[src/rtl/param_reg_file_pkg.sv]
// Shared register-file constants and the CPU datapath word type.
package param_reg_file_pkg;

  localparam int DATA_W_DEF = 16;
  localparam int ADDR_W_DEF = 4;
  localparam int NUM_RPORTS = 3;

  typedef logic [DATA_W_DEF-1:0] data_word_t;
  typedef logic [ADDR_W_DEF-1:0] reg_addr_t;

endpackage

[src/rtl/param_reg_file_reg_scoreboard.sv]
// Pending-bit scoreboard: one bit per register, set by reservation,
// cleared by a write, looked up by each read port.
module reg_scoreboard
  import param_reg_file_pkg::*;
#(
  parameter int ADDR_W   = ADDR_W_DEF,
  parameter bit BYPASS   = 1'b0,
  parameter bit ZERO_REG = 1'b0
) (
  input  logic                  clk_i,
  input  logic                  rst_ni,
  input  logic                  rsv_en_i,
  input  logic [ADDR_W-1:0]     rsv_addr_i,
  input  logic                  clr_a_en_i,
  input  logic [ADDR_W-1:0]     clr_a_addr_i,
  input  logic                  clr_b_en_i,
  input  logic [ADDR_W-1:0]     clr_b_addr_i,
  input  logic [ADDR_W-1:0]     look_addr_i [NUM_RPORTS],
  output logic [NUM_RPORTS-1:0] busy_o
);

  localparam int DEPTH = 1 << ADDR_W;

  logic [DEPTH-1:0] pending_q;
  logic [DEPTH-1:0] pending_d;
  logic             rsv_ok;

  assign rsv_ok = rsv_en_i && !(ZERO_REG && rsv_addr_i == '0);

  // Reservation is applied after the clear so a new producer wins.
  always_comb begin
    pending_d = pending_q;
    if (clr_a_en_i) pending_d[clr_a_addr_i] = 1'b0;
    if (clr_b_en_i) pending_d[clr_b_addr_i] = 1'b0;
    if (rsv_ok)     pending_d[rsv_addr_i]   = 1'b1;
  end

  always_ff @(posedge clk_i or negedge rst_ni) begin
    if (!rst_ni) pending_q <= '0;
    else         pending_q <= pending_d;
  end

  always_comb begin
    busy_o = '0;
    for (int p = 0; p < NUM_RPORTS; p++) begin
      busy_o[p] = pending_q[look_addr_i[p]];
      if (BYPASS &&
          ((clr_a_en_i && clr_a_addr_i == look_addr_i[p]) ||
           (clr_b_en_i && clr_b_addr_i == look_addr_i[p])) &&
          !(rsv_ok && rsv_addr_i == look_addr_i[p]))
        busy_o[p] = 1'b0;
      if (ZERO_REG && look_addr_i[p] == '0) busy_o[p] = 1'b0;
      if (!rst_ni) busy_o[p] = 1'b0;
    end
  end

endmodule

[src/rtl/param_reg_file.sv]
// Two-write / three-read register file with optional write-to-read bypass,
// optional hard-wired zero register and a pending-bit scoreboard.
module param_reg_file
  import param_reg_file_pkg::*;
#(
  parameter int DATA_W   = DATA_W_DEF,
  parameter int ADDR_W   = ADDR_W_DEF,
  parameter bit BYPASS   = 1'b0,
  parameter bit ZERO_REG = 1'b0
) (
  input  logic              Clock,
  input  logic              Reset_n,
  input  logic [ADDR_W-1:0] Rd_Addr,
  input  logic [ADDR_W-1:0] Rs_Addr,
  input  logic [ADDR_W-1:0] Rm_Addr,
  input  logic              Rd_Wen,
  input  logic              Rs_Wen,
  input  logic [DATA_W-1:0] Rd_Data,
  input  logic [DATA_W-1:0] Rs_Data,
  output logic [DATA_W-1:0] Rd_Out,
  output logic [DATA_W-1:0] Rs_Out,
  output logic [DATA_W-1:0] Rm_Out,
  input  logic              Rsv_En,
  input  logic [ADDR_W-1:0] Rsv_Addr,
  output logic              Busy_Rd,
  output logic              Busy_Rs,
  output logic              Busy_Rm
);

  localparam int DEPTH = 1 << ADDR_W;

  logic [DATA_W-1:0]     regs_q [DEPTH];
  logic [DATA_W-1:0]     regs_d [DEPTH];
  logic [ADDR_W-1:0]     raddr  [NUM_RPORTS];
  logic [DATA_W-1:0]     rdata  [NUM_RPORTS];
  logic [NUM_RPORTS-1:0] busy;
  logic                  wd_en;
  logic                  ws_en;

  // Writes to r0 are dropped entirely when it is hard-wired to zero.
  assign wd_en = Rd_Wen && !(ZERO_REG && Rd_Addr == '0);
  assign ws_en = Rs_Wen && !(ZERO_REG && Rs_Addr == '0);

  // Port S is applied last so it wins an address collision.
  always_comb begin
    regs_d = regs_q;
    if (wd_en) regs_d[Rd_Addr] = Rd_Data;
    if (ws_en) regs_d[Rs_Addr] = Rs_Data;
  end

  always_ff @(posedge Clock or negedge Reset_n) begin
    if (!Reset_n) begin
      for (int i = 0; i < DEPTH; i++) regs_q[i] <= '0;
    end else begin
      for (int i = 0; i < DEPTH; i++) regs_q[i] <= regs_d[i];
    end
  end

  assign raddr[0] = Rd_Addr;
  assign raddr[1] = Rs_Addr;
  assign raddr[2] = Rm_Addr;

  always_comb begin
    for (int p = 0; p < NUM_RPORTS; p++) begin
      rdata[p] = regs_q[raddr[p]];
      if (BYPASS) begin
        if (ws_en && Rs_Addr == raddr[p])      rdata[p] = Rs_Data;
        else if (wd_en && Rd_Addr == raddr[p]) rdata[p] = Rd_Data;
      end
      if (ZERO_REG && raddr[p] == '0) rdata[p] = '0;
      if (!Reset_n)                   rdata[p] = '0;
    end
  end

  assign Rd_Out = rdata[0];
  assign Rs_Out = rdata[1];
  assign Rm_Out = rdata[2];

  reg_scoreboard #(
    .ADDR_W  (ADDR_W),
    .BYPASS  (BYPASS),
    .ZERO_REG(ZERO_REG)
  ) u_scoreboard (
    .clk_i       (Clock),
    .rst_ni      (Reset_n),
    .rsv_en_i    (Rsv_En),
    .rsv_addr_i  (Rsv_Addr),
    .clr_a_en_i  (wd_en),
    .clr_a_addr_i(Rd_Addr),
    .clr_b_en_i  (ws_en),
    .clr_b_addr_i(Rs_Addr),
    .look_addr_i (raddr),
    .busy_o      (busy)
  );

  assign Busy_Rd = busy[0];
  assign Busy_Rs = busy[1];
  assign Busy_Rm = busy[2];

endmodule

[config.mk]
export PLATFORM = sky130hd
export DESIGN_NAME = param_reg_file
export DESIGN_NICKNAME = d
export VERILOG_FILES = /design/src/rtl/param_reg_file_pkg.sv /design/src/rtl/param_reg_file_reg_scoreboard.sv /design/src/rtl/param_reg_file.sv
export SDC_FILE = /design/constraint.sdc
export NUM_CORES = 1
export LEC_CHECK = 0
export BUFFER_PORTS_ARGS = -buffer_cell sky130_fd_sc_hd__buf_4
export CORE_MARGIN = 2
export CORE_UTILIZATION = 45
export CTS_CLUSTER_DIAMETER = 40
export DETAILED_ROUTE_END_ITERATION = 12
export PLACE_DENSITY = 0.64
export SLEW_MARGIN = 20
export SYNTH_ARGS = -nofsm -noshare
export SYNTH_HDL_FRONTEND = slang
export SYNTH_SLANG_ARGS = --single-unit
[constraint.sdc]
create_clock -name Clock -period 1.4 [get_ports Clock]
set_input_delay 0 -clock Clock [delete_from_list [all_inputs] [get_ports Clock]]
set_output_delay 0 -clock Clock [all_outputs]
set_load 0.005 [all_outputs]
==> Word level (Yosys, flattened, before mapping) <==
Cells that the tools add are included.
{ "word_totals": {"ff_bits": 272, "inputBits": 53, "out_inout_bits": 51, "wordCells": 80} }
{ "op_classes": {"order_cmp": 12, "n_mux": 38, "n_bitwise": 8, "reduce_logical": 5} }
{ "op_table": {"columns": ["operator", "n"], "rows": [
  ["bitwise mux 256 bit", 2],
  ["two-way mux 256 bit", 2],
  ["two-way mux 16 bit", 14],
  ["binary-select mux 16 bit (select 4 bit)", 3],
  ["demux 16 bit (select 4 bit)", 2],
  ["AND 16 bit", 2],
  ["inverter 16 bit", 2],
  ["less-than comparator 4 x 5 -> 1 bit, second input constant", 4],
  ["bitwise OR 16 bit", 1],
  [">= comparator 5 bit, second input constant", 3],
  ["inverter 4 -> 5 bit", 3],
  ["binary-select mux 1 bit (select 4 bit)", 3],
  ["demux 1 bit (select 4 bit)", 3],
  [">= comparator 4 x 1 -> 1 bit, second input constant", 3],
  ["less-than comparator 5 x 1 -> 1 bit, second input constant", 2],
  ["two-way mux 1 bit", 9],
  ["logical AND 1 bit", 5]
]} }

==> Longest topological paths before layout <==
{ "logic_depth": {"ltp_word": 11, "depth_mapped": 7, "ltp_nobuf": 4} }

==> Hierarchy <==
From an unflattened synthesis, not the netlist that was laid out.
{ "hier_totals": {"cells_unflattened": 1976, "area_unflattened_um2": 19632.6} }
{ "modules_own_cells": {"columns": ["module", "instances", "cells_per_inst", "area_per_inst_um2", "seq_area_each_um2"], "rows": [
  ["param_reg_file", 1, 1836, 18287.5, 6406.1],
  ["reg_scoreboard", 1, 140, 1345.0, 400.4]
]} }

==> Worst setup path after synthesis <==
Ideal clock, no wire load.
{ "synth_timing": {"path_kind": "in2reg", "from": "input port Rd_Addr[2]", "to": "register u_scoreboard.pending_q[8]", "setup_time_ns": 0.122, "arrival_ns": 1.278, "required_ns": 1.278, "setup_slack_ns": 0.000, "stages": 6, "n_path_buf": 3, "cell_sequence": "buf_2 -> nand3b_4 -> or3_1 -> buf_4 -> buf_6 -> a32o_1"} }
{ "synth_via": {"elab_chain_len": 11, "elab_cells_between_ends": 12, "cone_classes": "order compare (2); mux (5); bitwise (4); reduce/logical (1)"} }
{ "synth_rtl": {"columns": ["item", "line_no", "text"], "rows": [
  ["start: declaration", "param_reg_file.sv:13", "input logic [ADDR_W-1:0] Rd_Addr,"],
  ["less-than comparator 4 x 5 -> 1 bit (implied by the code) / >= comparator 4 x 1 -> 1 bit (equally long branches)", "param_reg_file_reg_scoreboard.sv:33", "if (clr_a_en_i) pending_d[clr_a_addr_i] = 1'b0;"],
  ["logical AND 1 bit (implied by the code)", "param_reg_file_reg_scoreboard.sv:33", null],
  ["two-way mux 1 bit (implied by the code)", "param_reg_file_reg_scoreboard.sv:33", null],
  ["demux 1 bit (select 4 bit) (*)", null, null],
  ["inverter 16 bit (no source line) (*)", null, null],
  ["AND 16 bit (no source line) (*)", null, null],
  ["two-way mux 16 bit (*)", "param_reg_file_reg_scoreboard.sv:33", null],
  ["AND 16 bit (no source line)", null, null],
  ["two-way mux 16 bit (*)", "param_reg_file_reg_scoreboard.sv:34", "if (clr_b_en_i) pending_d[clr_b_addr_i] = 1'b0;"],
  ["bitwise OR 16 bit (no source line)", null, null],
  ["two-way mux 16 bit (*)", "param_reg_file_reg_scoreboard.sv:35", "if (rsv_ok) pending_d[rsv_addr_i] = 1'b1;"],
  ["via u_scoreboard.pending_d[8]", "param_reg_file_reg_scoreboard.sv:25", "logic [DEPTH-1:0] pending_d;"],
  ["end signal: assignment", "param_reg_file_reg_scoreboard.sv:40", "else pending_q <= pending_d;"],
  ["end: declaration", "param_reg_file_reg_scoreboard.sv:24", "logic [DEPTH-1:0] pending_q;"]
]} }
The timed path passes the listed nets; every way through them passes the cells marked *.

==> Worst setup path in the final report <==
{ "layout_timing": {"from": "register regs_q[65] in the netlist's numbering", "to": "output port Rm_Out[1]"} }
{ "layout_via": {"elab_chain_len": 4} }
{ "layout_rtl": {"columns": ["item", "line_no", "text"], "rows": [
  ["start: declaration", "param_reg_file.sv:32", "logic [DATA_W-1:0] regs_q [DEPTH];"],
  ["binary-select mux 16 bit (select 4 bit)", "param_reg_file.sv:65", "rdata[p] = regs_q[raddr[p]];"],
  ["two-way mux 16 bit (implied by the code) (2 in a row)", "param_reg_file.sv:65", null],
  ["two-way mux 16 bit", "param_reg_file.sv:71", "if (!Reset_n) rdata[p] = '0;"],
  ["end: declaration", "param_reg_file.sv:22", "output logic [DATA_W-1:0] Rm_Out,"]
]} }
Every way passes these cells. The select of a mux whose other input is x is not followed.

==> metrics.log <==
INFO  metric status = finished with violations
INFO  metric failed_checks = setup timing
INFO  metric leakage_power_of_the_design = 11.8 nW
INFO  metric filler_cell_count = 3379
INFO  metric utilization = 0.630
INFO  metric power_per_cell_area = 1350 nW/um^2
INFO  metric antenna_cells = 0
INFO  metric clock_tree.htree_level_count = 2
INFO  metric synth_cell_type_count = 40
INFO  metric tritoncts = done
INFO  metric worst-endpoint-required = 1.40 ns
INFO  metric starting_utilization_of_the_core_area = 0.454
INFO  metric fin_setup_tns = -29.96 ns
INFO  metric crit_path_max_fanout = 4
INFO  metric clk_sink_count = 272
INFO  metric routed_wire_length_per_instance = 26.8 um
INFO  metric layout-area-overhead-vs-synth = 38.7%
INFO  metric drive_above_1_share = 0.387
INFO  metric num_rows = 76
INFO  metric max-slew-margin-rel = 0.456
INFO  metric crit_arrival = 2.13 ns
INFO  metric path_category_of_the_worst_min_delay_check = in2async
INFO  metric number_of_antenna_violations_at_the_first_check_in_global_routing = 0
INFO  metric number_of_i_o_pins = 104
INFO  metric clockBufferDepth = 3
INFO  metric place_hpwl = 53.8 mm
INFO  metric die-area = 45000 um^2
INFO  metric async_sr_flop_fraction = 1.00
INFO  metric dieWidth = 212 um
INFO  metric path_class = reg2out
INFO  metric number_of_global_route_vias_before_repair = 18700
INFO  metric fin_cells = 2976
INFO  metric iteration_count_of_the_initial_detailed_routing_pass = 6
INFO  metric insertion_delay = 0.59 ns
INFO  metric portBuffers = 103
INFO  metric clkSlewWorstSetupHoldPaths = 0.05 ns
INFO  metric timing.fmax = 470 MHz
INFO  metric dp_cells = 2817
INFO  metric routed-via-count = 18700
INFO  metric kind_of_end_point_of_the_critical_path = primary output
INFO  metric synth.avg_cell_area = 9.98 um^2
INFO  metric ys_seq_area_frac = 0.349
INFO  metric yosysWarnings = 0
INFO  metric post_synth_main_area_contributors = sky130_fd_sc_hd__dfrtp_1, sky130_fd_sc_hd__mux2i_1, sky130_fd_sc_hd__mux4_2
INFO  metric gr-usage-all-layers = 0.355
INFO  metric mostFrequentLayoutCell = sky130_fd_sc_hd__buf_4
INFO  metric report.final.slew_viol_count = 0
INFO  metric postRouteAntennaNets = 0
INFO  metric finalClockSkew = 0 ns
INFO  metric period_needed = 2.13 ns
INFO  metric final_critical_path_setup_slack = -0.728 ns
INFO  metric timing.critical_path.from_type = register
INFO  metric netlist_area = 19500 um^2
INFO  metric final_net_count = 2405
INFO  metric synth_top_area_cell = sky130_fd_sc_hd__dfrtp_1
INFO  metric dominantRegCellSynth = sky130_fd_sc_hd__dfrtp_1
INFO  metric layout_worst_path_cycle_share = 1.52
INFO  metric grt_max_degree = 133
INFO  metric globalRoute.totalOverflow = 0
INFO  metric synth-seq-cells = 272
INFO  metric detailed_route_vias_per_instance = 6.29
INFO  metric gp_congestion = 0.941
INFO  metric final-setup-viol-count = 51
INFO  metric rsz0062_at_grt = yes
INFO  metric hold_violations = 0
INFO  metric die_height = 212 um
INFO  metric totalPowerFinal = 36.5 mW
INFO  metric tightestPinTransition = 0.815 ns
INFO  metric synth_largest_type_area_fraction = 0.349
INFO  metric core_region_area = 42900 um^2
INFO  metric routed_wl = 79.7 mm
INFO  metric clock-root-buffer = sky130_fd_sc_hd__clkbuf_16
INFO  metric dr.first_iter.drc_count = 2087
INFO  metric cts-buffers-inserted = 48
INFO  metric synthesis.nets = 2006
INFO  metric max-cap-violations = 0
INFO  metric first_pass_grt_wire_length = 118 mm
INFO  metric detail_route.drc_violations = 0
INFO  metric ir_drop = 0.881 mV
INFO  metric synthCells = 1953
INFO  metric synth_enable_flop_cells = 0
INFO  metric most-common-layout-cells = sky130_fd_sc_hd__buf_4, sky130_fd_sc_hd__mux2i_1, sky130_fd_sc_hd__dfrtp_1
==> routing by layer <==
| layer | part of all wire | up-vias | global-route usage |
|---|---|---|---|
| li1 | - | 8049 | - |
| met2 | 0.45 | 1276 | 0.532 |
| met3 | 0.11 | 288 | 0.0916 |
| met4 | 0.051 | 0 | 0.201 |
| met5 | 0 | - | 0 |
| met1 | 0.39 | 9112 | 0.466 |
==> stage by stage <==
stage	instance area, um^2	setup slack, ns	hold slack, ns
detailed placement	23900	-0.407	0.0625
finish	27000	-0.728	0.112
CTS	26600	-0.726	0.0998
global route	27000	-0.731	0.156
global placement	23900	-0.482	0.0634
floorplan	19500	0.000422	-0.296
==> sequential cells by signal, indices dropped and copies added, names as in the netlist <==
| register | cells |
|---|---|
| regs_q | 256 |
| u_scoreboard.pending_q | 16 |
==> critical path: stages, from the launching register on <==
cell                       delay, ns
sky130_fd_sc_hd__dfrtp_1        0.41
sky130_fd_sc_hd__mux4_2         0.49
sky130_fd_sc_hd__o211ai_1       0.30
sky130_fd_sc_hd__nand2_2        0.16
sky130_fd_sc_hd__buf_4          0.17
==> synth_stat cells (19+ instances only) <==
library cell,n
sky130_fd_sc_hd__mux2i_1,394
sky130_fd_sc_hd__dfrtp_1,272
sky130_fd_sc_hd__nor2_1,168
sky130_fd_sc_hd__a21oi_1,163
sky130_fd_sc_hd__nand2_1,147
sky130_fd_sc_hd__clkbuf_1,120
sky130_fd_sc_hd__o21ai_0,117
sky130_fd_sc_hd__mux2_2,102
sky130_fd_sc_hd__a22oi_1,91
sky130_fd_sc_hd__mux4_2,84
sky130_fd_sc_hd__o22ai_1,43
sky130_fd_sc_hd__buf_2,38
sky130_fd_sc_hd__buf_4,27
sky130_fd_sc_hd__buf_1,20
sky130_fd_sc_hd__o21ai_1,20
sky130_fd_sc_hd__nand3_1,19
==> area by class of cell <==
cell class,count,area [um^2],area share
Clock buffer,58,1300,0.0481
Multi-Input combinational cell,1461,12400,0.459
Timing Repair Buffer,564,5410,0.200
Tap cell,585,732,0.0271
Sequential cell,272,6810,0.252
Inverter,5,18.8,0.000695
Clock inverter,31,350,0.0130
==> where the power goes <==
part / internal, mW / switching, mW / total (mW)
clock: 7.73 / 4.46 / 12.2
combinational: 6.98 / 5.59 / 12.6
sequential: 9.88 / 1.90 / 11.8
total: 24.6 / 12.0 / 36.5
==> repair_timing <==
| action | in CTS | in global routing |
|---|---|---|
| hold buffers | 49 | 0 |
| endpoints found under the hold margin | 544 | 0 |
| gates cloned | 0 | 0 |
| pin swaps | 48 | 22 |
| endpoints found under the setup margin | 51 | 56 |
| resized for setup | 134 | 69 |
| buffers inserted | 22 | 11 |
==> final timing paths <==
| kind | startpoint | to | slack, ns | cells past startpoint |
|---|---|---|---|---|
| max reg2reg | regs_q[61] | regs_q[61] | 0.08 | 3 |
| max | regs_q[65] | Rm_Out[1] | -0.73 | 4 |
| min in group Clock | Rs_Wen | regs_q[2] | 0.18 | 5 |
| min reg2reg | regs_q[131] | regs_q[131] | 0.61 | 2 |
| max in group asynchronous | Reset_n | regs_q[167] | 0.49 | 4 |
| min | Reset_n | regs_q[136] | 0.11 | 3 |
==> cells by family after synthesis <==
| group | count (synthesis) | synth area share |
|---|---|---|
| multiplexers | 580 | 0.358 |
| AND/OR/NAND/NOR | 401 | 0.0925 |
| AO/OA/AOI/OAI | 480 | 0.146 |
| buffers and inverters | 220 | 0.0537 |
| flip-flops | 272 | 0.349 |
(Power assumes the default switching activity.)
